===== config.mk =====
export PLATFORM = sky130hd
export DESIGN_NAME = stonyman_scan_ctrl
export DESIGN_NICKNAME = d
export VERILOG_FILES = /design/src/rtl/stonyman_pkg.sv /design/src/rtl/raster_counter.sv /design/src/rtl/stonyman_scan_ctrl.sv
export SDC_FILE = /design/constraint.sdc
export NUM_CORES = 1
export LEC_CHECK = 0
export CORE_MARGIN = 3
export CORE_UTILIZATION = 50
export CTS_BUF_LIST = sky130_fd_sc_hd__clkbuf_2 sky130_fd_sc_hd__clkbuf_4 sky130_fd_sc_hd__clkbuf_8
export DETAILED_ROUTE_END_ITERATION = 7
export GPL_TIMING_DRIVEN = 0
export HOLD_SLACK_MARGIN = 0.05
export MAX_ROUTING_LAYER = met4
export PLACE_DENSITY = 0.85
export SLEW_MARGIN = 40
export SYNTH_ARGS = -nofsm -noshare
export SYNTH_HDL_FRONTEND = slang
export SYNTH_HIERARCHICAL = 1
export SYNTH_SLANG_ARGS = --single-unit

===== constraint.sdc =====
create_clock -name clk -period 5 [get_ports clk]
set_input_delay 1 -clock clk [delete_from_list [all_inputs] [get_ports clk]]
set_output_delay 1 -clock clk [all_outputs]
set_load 0.02 [all_outputs]

===== src/rtl/stonyman_pkg.sv =====
// Shared constants and FSM state encoding for the Stonyman raster scan path.
package stonyman_pkg;

  localparam int ROWS  = 112;
  localparam int COLS  = 112;
  localparam int RC_W  = 7;
  localparam int CNT_W = 14;

  typedef enum logic [2:0] {
    S_IDLE   = 3'd0,
    S_SETTLE = 3'd1,
    S_CHECK  = 3'd2,
    S_REQ    = 3'd3,
    S_ADV    = 3'd4,
    S_DONE   = 3'd5
  } scan_state_t;

endpackage


===== src/rtl/raster_counter.sv =====
// Row-major row/column counter with synchronous clear, advance and last-pixel flag.
module raster_counter #(
  parameter int ROWS = 112,
  parameter int COLS = 112,
  parameter int RC_W = 7
) (
  input  logic            clk,
  input  logic            reset_n,
  input  logic            clear,
  input  logic            advance,
  output logic [RC_W-1:0] row,
  output logic [RC_W-1:0] col,
  output logic            last
);

  always_ff @(posedge clk or negedge reset_n) begin
    if (!reset_n) begin
      row <= '0;
      col <= '0;
    end else if (clear) begin
      row <= '0;
      col <= '0;
    end else if (advance) begin
      if (col == RC_W'(COLS - 1)) begin
        col <= '0;
        row <= row + 1'b1;
      end else begin
        col <= col + 1'b1;
      end
    end
  end

  assign last = (row == RC_W'(ROWS - 1)) && (col == RC_W'(COLS - 1));

endmodule


===== src/rtl/stonyman_scan_ctrl.sv =====
// Raster scan sequencer: walks the pixel array and requests captures for unmasked pixels.
// Build option STONYMAN_MASK_EN: when defined, is_valid gates requests; otherwise every pixel is requested.
module stonyman_scan_ctrl #(
  parameter int ROWS  = stonyman_pkg::ROWS,
  parameter int COLS  = stonyman_pkg::COLS,
  parameter int RC_W  = stonyman_pkg::RC_W,
  parameter int CNT_W = stonyman_pkg::CNT_W
) (
  input  logic             clk,
  input  logic             reset_n,
  input  logic             start,
  input  logic             abort,
  output logic [RC_W-1:0]  current_row,
  output logic [RC_W-1:0]  current_col,
  input  logic             is_valid,
  output logic             px_req,
  input  logic             px_ack,
  output logic             busy,
  output logic             frame_done,
  output logic [CNT_W-1:0] px_count
);
  import stonyman_pkg::*;

  // state | meaning
  // IDLE   | waiting for start
  // SETTLE | mask lookup resolving for the new coordinate
  // CHECK  | sample the mask verdict
  // REQ    | capture request outstanding until px_ack
  // ADV    | step to next pixel or finish
  // DONE   | frame complete pulse
  localparam logic [2:0] ST_IDLE   = S_IDLE;
  localparam logic [2:0] ST_SETTLE = S_SETTLE;
  localparam logic [2:0] ST_CHECK  = S_CHECK;
  localparam logic [2:0] ST_REQ    = S_REQ;
  localparam logic [2:0] ST_ADV    = S_ADV;
  localparam logic [2:0] ST_DONE   = S_DONE;

  logic [2:0] state, nxt;
  logic       clear, advance, inc, count_clr, last, valid;

`ifdef STONYMAN_MASK_EN
  assign valid = is_valid;
`else
  logic unused_is_valid;
  assign unused_is_valid = is_valid;
  assign valid = 1'b1;
`endif

  raster_counter #(
    .ROWS (ROWS),
    .COLS (COLS),
    .RC_W (RC_W)
  ) u_raster (
    .clk     (clk),
    .reset_n (reset_n),
    .clear   (clear),
    .advance (advance),
    .row     (current_row),
    .col     (current_col),
    .last    (last)
  );

  assign count_clr = (state == ST_IDLE) && start && !abort;

  always_comb begin
    nxt     = state;
    clear   = 1'b0;
    advance = 1'b0;
    inc     = 1'b0;
    case (state)
      ST_IDLE:   if (start && !abort) begin
                   nxt   = ST_SETTLE;
                   clear = 1'b1;
                 end
      ST_SETTLE: nxt = ST_CHECK;
      ST_CHECK:  nxt = valid ? ST_REQ : ST_ADV;
      ST_REQ:    if (px_ack) begin
                   nxt = ST_ADV;
                   inc = 1'b1;
                 end
      ST_ADV:    if (last) begin
                   nxt = ST_DONE;
                 end else begin
                   nxt     = ST_SETTLE;
                   advance = 1'b1;
                 end
      ST_DONE:   begin
                   nxt   = ST_IDLE;
                   clear = 1'b1;
                 end
      default:   nxt = ST_IDLE;
    endcase
    // Abort overrides everything, including an ack landing in the same cycle.
    if (abort && (state != ST_IDLE)) begin
      nxt     = ST_IDLE;
      clear   = 1'b1;
      advance = 1'b0;
      inc     = 1'b0;
    end
  end

  always_ff @(posedge clk or negedge reset_n) begin
    if (!reset_n) begin
      state      <= ST_IDLE;
      px_req     <= 1'b0;
      busy       <= 1'b0;
      frame_done <= 1'b0;
      px_count   <= '0;
    end else begin
      state      <= nxt;
      px_req     <= (nxt == ST_REQ);
      busy       <= (nxt != ST_IDLE);
      frame_done <= (nxt == ST_DONE);
      if (count_clr) begin
        px_count <= '0;
      end else if (inc && (px_count != {CNT_W{1'b1}})) begin
        px_count <= px_count + 1'b1;
      end
    end
  end

endmodule


==> parameters.txt <==
Parameter                              Value

Synth
  Number of flops mapped to enable cells by yosys ... 0
  Count of synthesis-stage warnings from yosys ... 6
  Basic-gate share of the synthesized area counting and, or, nand and nor cells ... 0.318
  Fraction of synthesized cell area in xor and xnor cells ... 0.00453
  Most instantiated flip-flop cell in the synthesis netlist ... sky130_fd_sc_hd__dfrtp_1
  Synth Area in Adders ... 0.0194
  Multiplexer fraction of the synthesized cell area ... 0.0706
  Sequential share of the synthesized area ... 0.440
  Fraction of synthesis flops using an asynchronous set or reset pin ... 1.00
  Cell count after synthesis ... 206
  Synthesized flop and latch total ... 34
  Main combinational cell family by area after synthesis ... simple AND/OR/NAND/NOR gates
  Share of the synthesized area in compound gates (AO/OA/AOI/OAI) ... 0.108
  Share of the synthesized area in the top cell type ... 0.440
  Count of cell types in the netlist ... 44
  Net Count, Synth ... 215
  Top cells by area, synth ... sky130_fd_sc_hd__dfrtp_1 44%, sky130_fd_sc_hd__nand2_1 4.3%, sky130_fd_sc_hd__mux2i_1 4.1%
  Library cell occupying the most area in the post-synthesis netlist ... sky130_fd_sc_hd__dfrtp_1
  Post-Syn Area per Cell ... 9.38 µm²
  Mapped Area ... between 1500 and 2000 µm²

Critical path
  Path type of the worst setup path ... register to register
  Critical path endpoint category ... register
  Worst reg2reg path endpoint ... u_raster/row[5]$_DFFE_PN0P_
  Critical Path, Cell by Cell ... ha_1 -> nand4b_2 -> buf_6 -> nor3_1 -> and3_1 -> nor3_1 -> nand3_1 -> nor4_1 -> mux2_2
  Biggest fanout along the worst timing path ... 10
  Slowest cell on the critical path ... sky130_fd_sc_hd__nor3_1
  Number of cells traversed by the worst register-to-register path ... 9
  Startpoint of the worst setup timing path ... u_raster/col[0]$_DFFE_PN0P_
  Critical path data required time ... 5.18 ns
  CP Buf/Inv Count ... 1
  Arrival time of data at the critical path endpoint ... about 3.4 ns
  Maximum cell stage delay along the critical path ... 0.64 ns
  Worst reg2reg setup slack ... 1.76 ns
  Type of element launching the critical path ... register
  Most common cell type on the critical path ... sky130_fd_sc_hd__nor3_1
  Cell family with most CP delay ... simple AND/OR/NAND/NOR gates
  R2r startpoint ... u_raster/col[0]$_DFFE_PN0P_

Finish
  Fin cells ... 293
  # diodes ... 0
  Number of filler instances in the final layout ... 298
  Share of post-route cells with drive strength above 1 ... 0.113
  Area Growth Syn to Fin ... 26.0%
  Utilization of the core after routing ... 0.692
  Area of all sequential standard cells ... about 850 µm²
  Nets ... 257
  Multi-input combinational cell area ... 1010 µm²
  Post-route cell area ... 2440 µm²

GRT
  Number of global-route vias before repair ... 1672
  Initial antenna violation count ... 0
  GR Overflow Total ... 0
  Pin count of the biggest net entering global routing ... 22
  First-pass GRT wire length ... 7820 µm
  Global-route usage over all layers ... 0.234

STA
  Setup repair after global routing missed its margin ... false
  Final number of hold-violating endpoints ... 0
  Maximum operating frequency ... 308 MHz
  Total of endpoints with negative setup slack in the final report ... 0
  Max Transition Viols Final ... 0
  Final worst-path cycle share ... 0.649
  Slew @ Worst Pin ... 0.778 ns
  TNS Setup ... 0 ns
  Min Clock Period, post-route ... 3.24 ns
  Setup skew after layout ... 0.00587 ns
  Relative slew slack ... 0.477
  Final hold slack ... 0.547 ns

Placement
  Global placer's final weighted congestion ... 0.865
  Placed wire-length estimate after detailed placement ... 3180 µm
  DP Cell Count ... 287
  # port buffers ... 34
  Total cell area at the placement stage ... 2350 µm²

Drt
  Routed wire length ... 4590 µm
  Average wire per cell in the routed design ... 15.6 µm
  Total number of vias ... 1784
  Vias per cell ... 6.09
  TritonRoute pass-1 iters ... 4
  Final routed DRC violation total ... 0
  Number of nets with antenna violations after routing ... 0
  Initial DRC Count ... 148

Clock tree
  TritonCTS buffer count ... 5
  # H-tree levels ... 2
  Clock latency reported for the late side of the worst-skew pair ... 0.29 ns
  TritonCTS clock tree ... built
  Cts hold-fix bufs ... 0
  Number of buffers between clock root and the deepest sink ... 2
  TritonCTS sink count ... 34
  Number of resized instances in the post-cts repair step ... 0
  CTS Root Cell ... sky130_fd_sc_hd__clkbuf_8
  Post-CTS Repair Setup Buffers ... 0
  Clock transition at the register clock pins on the worst setup and hold paths after CTS ... ~0.070 ns

Hold path
  Number of cells traversed by the worst hold path ... 1
  Start point of the worst hold path ... state[1]$_DFF_PN0_
  Tightest Hold Check Type ... register to register
  Hold worst-path end ... frame_done$_DFF_PN0_

Die
  Placement Rows ... 21
  Placeable core area ... 3520 µm²
  Boundary Pins ... 37
  Die width ... 68.2 µm
  Die area ... between 4000 and 5000 µm²
  Initial cell density of the core ... 0.549
  Y dimension of the die ... approximately 68 µm

Pwr
  Largest voltage drop on the vdd net ... 0.167 mV
  Cell Pwr Density ... ~240 nW/µm²
  Cell leakage power ... 1.03 nW

Flow run
  Number of max-cap violations ... 0

Outcome
  Result of the run ... finished, final reports clean
[power by group]
part | switching, mW | internal [mW] | total (mW)
clock network | 0.0965 | 0.106 | 0.203
registers | 0.0115 | 0.284 | 0.296
logic | 0.0447 | 0.0314 | 0.0761
[cell usage after synthesis, types with 2 or more instances]
master and number:
sky130_fd_sc_hd__ha_1 3, sky130_fd_sc_hd__and3_1 2, sky130_fd_sc_hd__nor2_1 14, sky130_fd_sc_hd__o21ai_0 8, sky130_fd_sc_hd__nand3b_1 2, sky130_fd_sc_hd__dfrtp_1 34
sky130_fd_sc_hd__mux2_2 5, sky130_fd_sc_hd__or3_1 3, sky130_fd_sc_hd__and2_1 3, sky130_fd_sc_hd__or4_1 6, sky130_fd_sc_hd__a31oi_1 2, sky130_fd_sc_hd__mux2i_1 8
sky130_fd_sc_hd__nand4_1 4, sky130_fd_sc_hd__nand2_1 22, sky130_fd_sc_hd__o31ai_1 5, sky130_fd_sc_hd__nand2b_1 4, sky130_fd_sc_hd__clkbuf_1 4, sky130_fd_sc_hd__a21oi_1 11
sky130_fd_sc_hd__o211ai_1 4, sky130_fd_sc_hd__or2_2 2, sky130_fd_sc_hd__nand3_1 13, sky130_fd_sc_hd__buf_2 3, sky130_fd_sc_hd__nor3_1 7, sky130_fd_sc_hd__nor2b_1 5
sky130_fd_sc_hd__nor4_1 7, sky130_fd_sc_hd__inv_1 7
[cell usage in the layout, fill, tap and decap left out, types with 2 or more instances in the layout]
master	netlist	layout
sky130_fd_sc_hd__or3_1	3	3
sky130_fd_sc_hd__nand2_1	22	22
sky130_fd_sc_hd__clkbuf_8	0	6
sky130_fd_sc_hd__mux2_2	5	5
sky130_fd_sc_hd__inv_1	7	7
sky130_fd_sc_hd__a21oi_1	11	11
sky130_fd_sc_hd__mux2i_1	8	8
sky130_fd_sc_hd__nor2_1	14	14
sky130_fd_sc_hd__o31ai_1	5	5
sky130_fd_sc_hd__nor4_1	7	7
sky130_fd_sc_hd__nand3_1	13	13
sky130_fd_sc_hd__o211ai_1	4	4
sky130_fd_sc_hd__nand3b_1	2	2
sky130_fd_sc_hd__nor2b_1	5	5
sky130_fd_sc_hd__buf_2	3	4
sky130_fd_sc_hd__clkbuf_1	4	4
sky130_fd_sc_hd__and2_1	3	3
sky130_fd_sc_hd__nor3_1	7	7
sky130_fd_sc_hd__and3_1	2	2
sky130_fd_sc_hd__nand4_1	4	4
sky130_fd_sc_hd__nand2b_1	4	4
sky130_fd_sc_hd__or2_2	2	2
sky130_fd_sc_hd__a31oi_1	2	2
sky130_fd_sc_hd__dfrtp_1	34	34
sky130_fd_sc_hd__clkdlybuf4s50_1	0	33
sky130_fd_sc_hd__or4_1	6	6
sky130_fd_sc_hd__o21ai_0	8	8
sky130_fd_sc_hd__ha_1	3	3
[layer usage]
metal | vias up | global-route usage | wire (µm)
met5 | - | - | 0
met3 | 11 | 0.0476 | 244
met4 | 0 | 0.129 | 85
met1 | 875 | 0.298 | 2090
met2 | 54 | 0.348 | 2170
li1 | 844 | - | -
[worst register-to-register path: stages, from the launching register on]
cell and delay (ns):
sky130_fd_sc_hd__dfrtp_1 0.42, sky130_fd_sc_hd__ha_1 0.26, sky130_fd_sc_hd__nand4b_2 0.17, sky130_fd_sc_hd__buf_6 0.16
sky130_fd_sc_hd__nor3_1 0.05, sky130_fd_sc_hd__and3_1 0.21, sky130_fd_sc_hd__nor3_1 0.64, sky130_fd_sc_hd__nand3_1 0.42
sky130_fd_sc_hd__nor4_1 0.40, sky130_fd_sc_hd__mux2_2 0.38
[through the flow]
stage,power [mW],setup slack [ns]
4_1_cts,0.576,1.79
3_5_place_dp,0.377,1.79
6_report,0.574,1.76
3_3_place_gp,0.373,1.83
2_1_floorplan,0.342,2.36
5_1_grt,0.599,1.57
[flip-flops by register name (all words and copies together), names as in the netlist]
signal and cells:
px_count 14, u_raster/col 7, u_raster/row 7, state 3, busy 1, frame_done 1, px_req 1
[worst max path at each step]
stage                                        to  slack, ns  cells past startpoint
finish              u_raster/row[5]$_DFFE_PN0P_       1.76                      9
detailed placement  u_raster/row[5]$_DFFE_PN0P_       1.79                      9
global route        u_raster/row[5]$_DFFE_PN0P_       1.57                      9
global placement    u_raster/row[4]$_DFFE_PN0P_       1.83                      8
floorplan           u_raster/row[5]$_DFFE_PN0P_       2.36                      9
CTS                 u_raster/row[5]$_DFFE_PN0P_       1.79                      9
[final cells by class]
| type | instances | share of cell area |
|---|---|---|
| Tap cell | 46 | 0.0236 |
| Inverter | 7 | 0.0108 |
| Buffer | 9 | 0.0200 |
| Sequential cell | 34 | 0.349 |
| Clock buffer | 6 | 0.0339 |
| Multi-Input combinational cell | 156 | 0.413 |
| Timing Repair Buffer | 35 | 0.149 |
[cell families (layout without fill, tap and decap cells)]
family | Yosys count | count (layout)
simple gates | 105 | 105
compound gates | 34 | 34
flops | 34 | 34
buf+inv | 16 | 57
mux | 13 | 13
fa+ha+maj | 3 | 3
xor+xnor | 1 | 1
No activity file was read; power rests on OpenSTA's default activity.
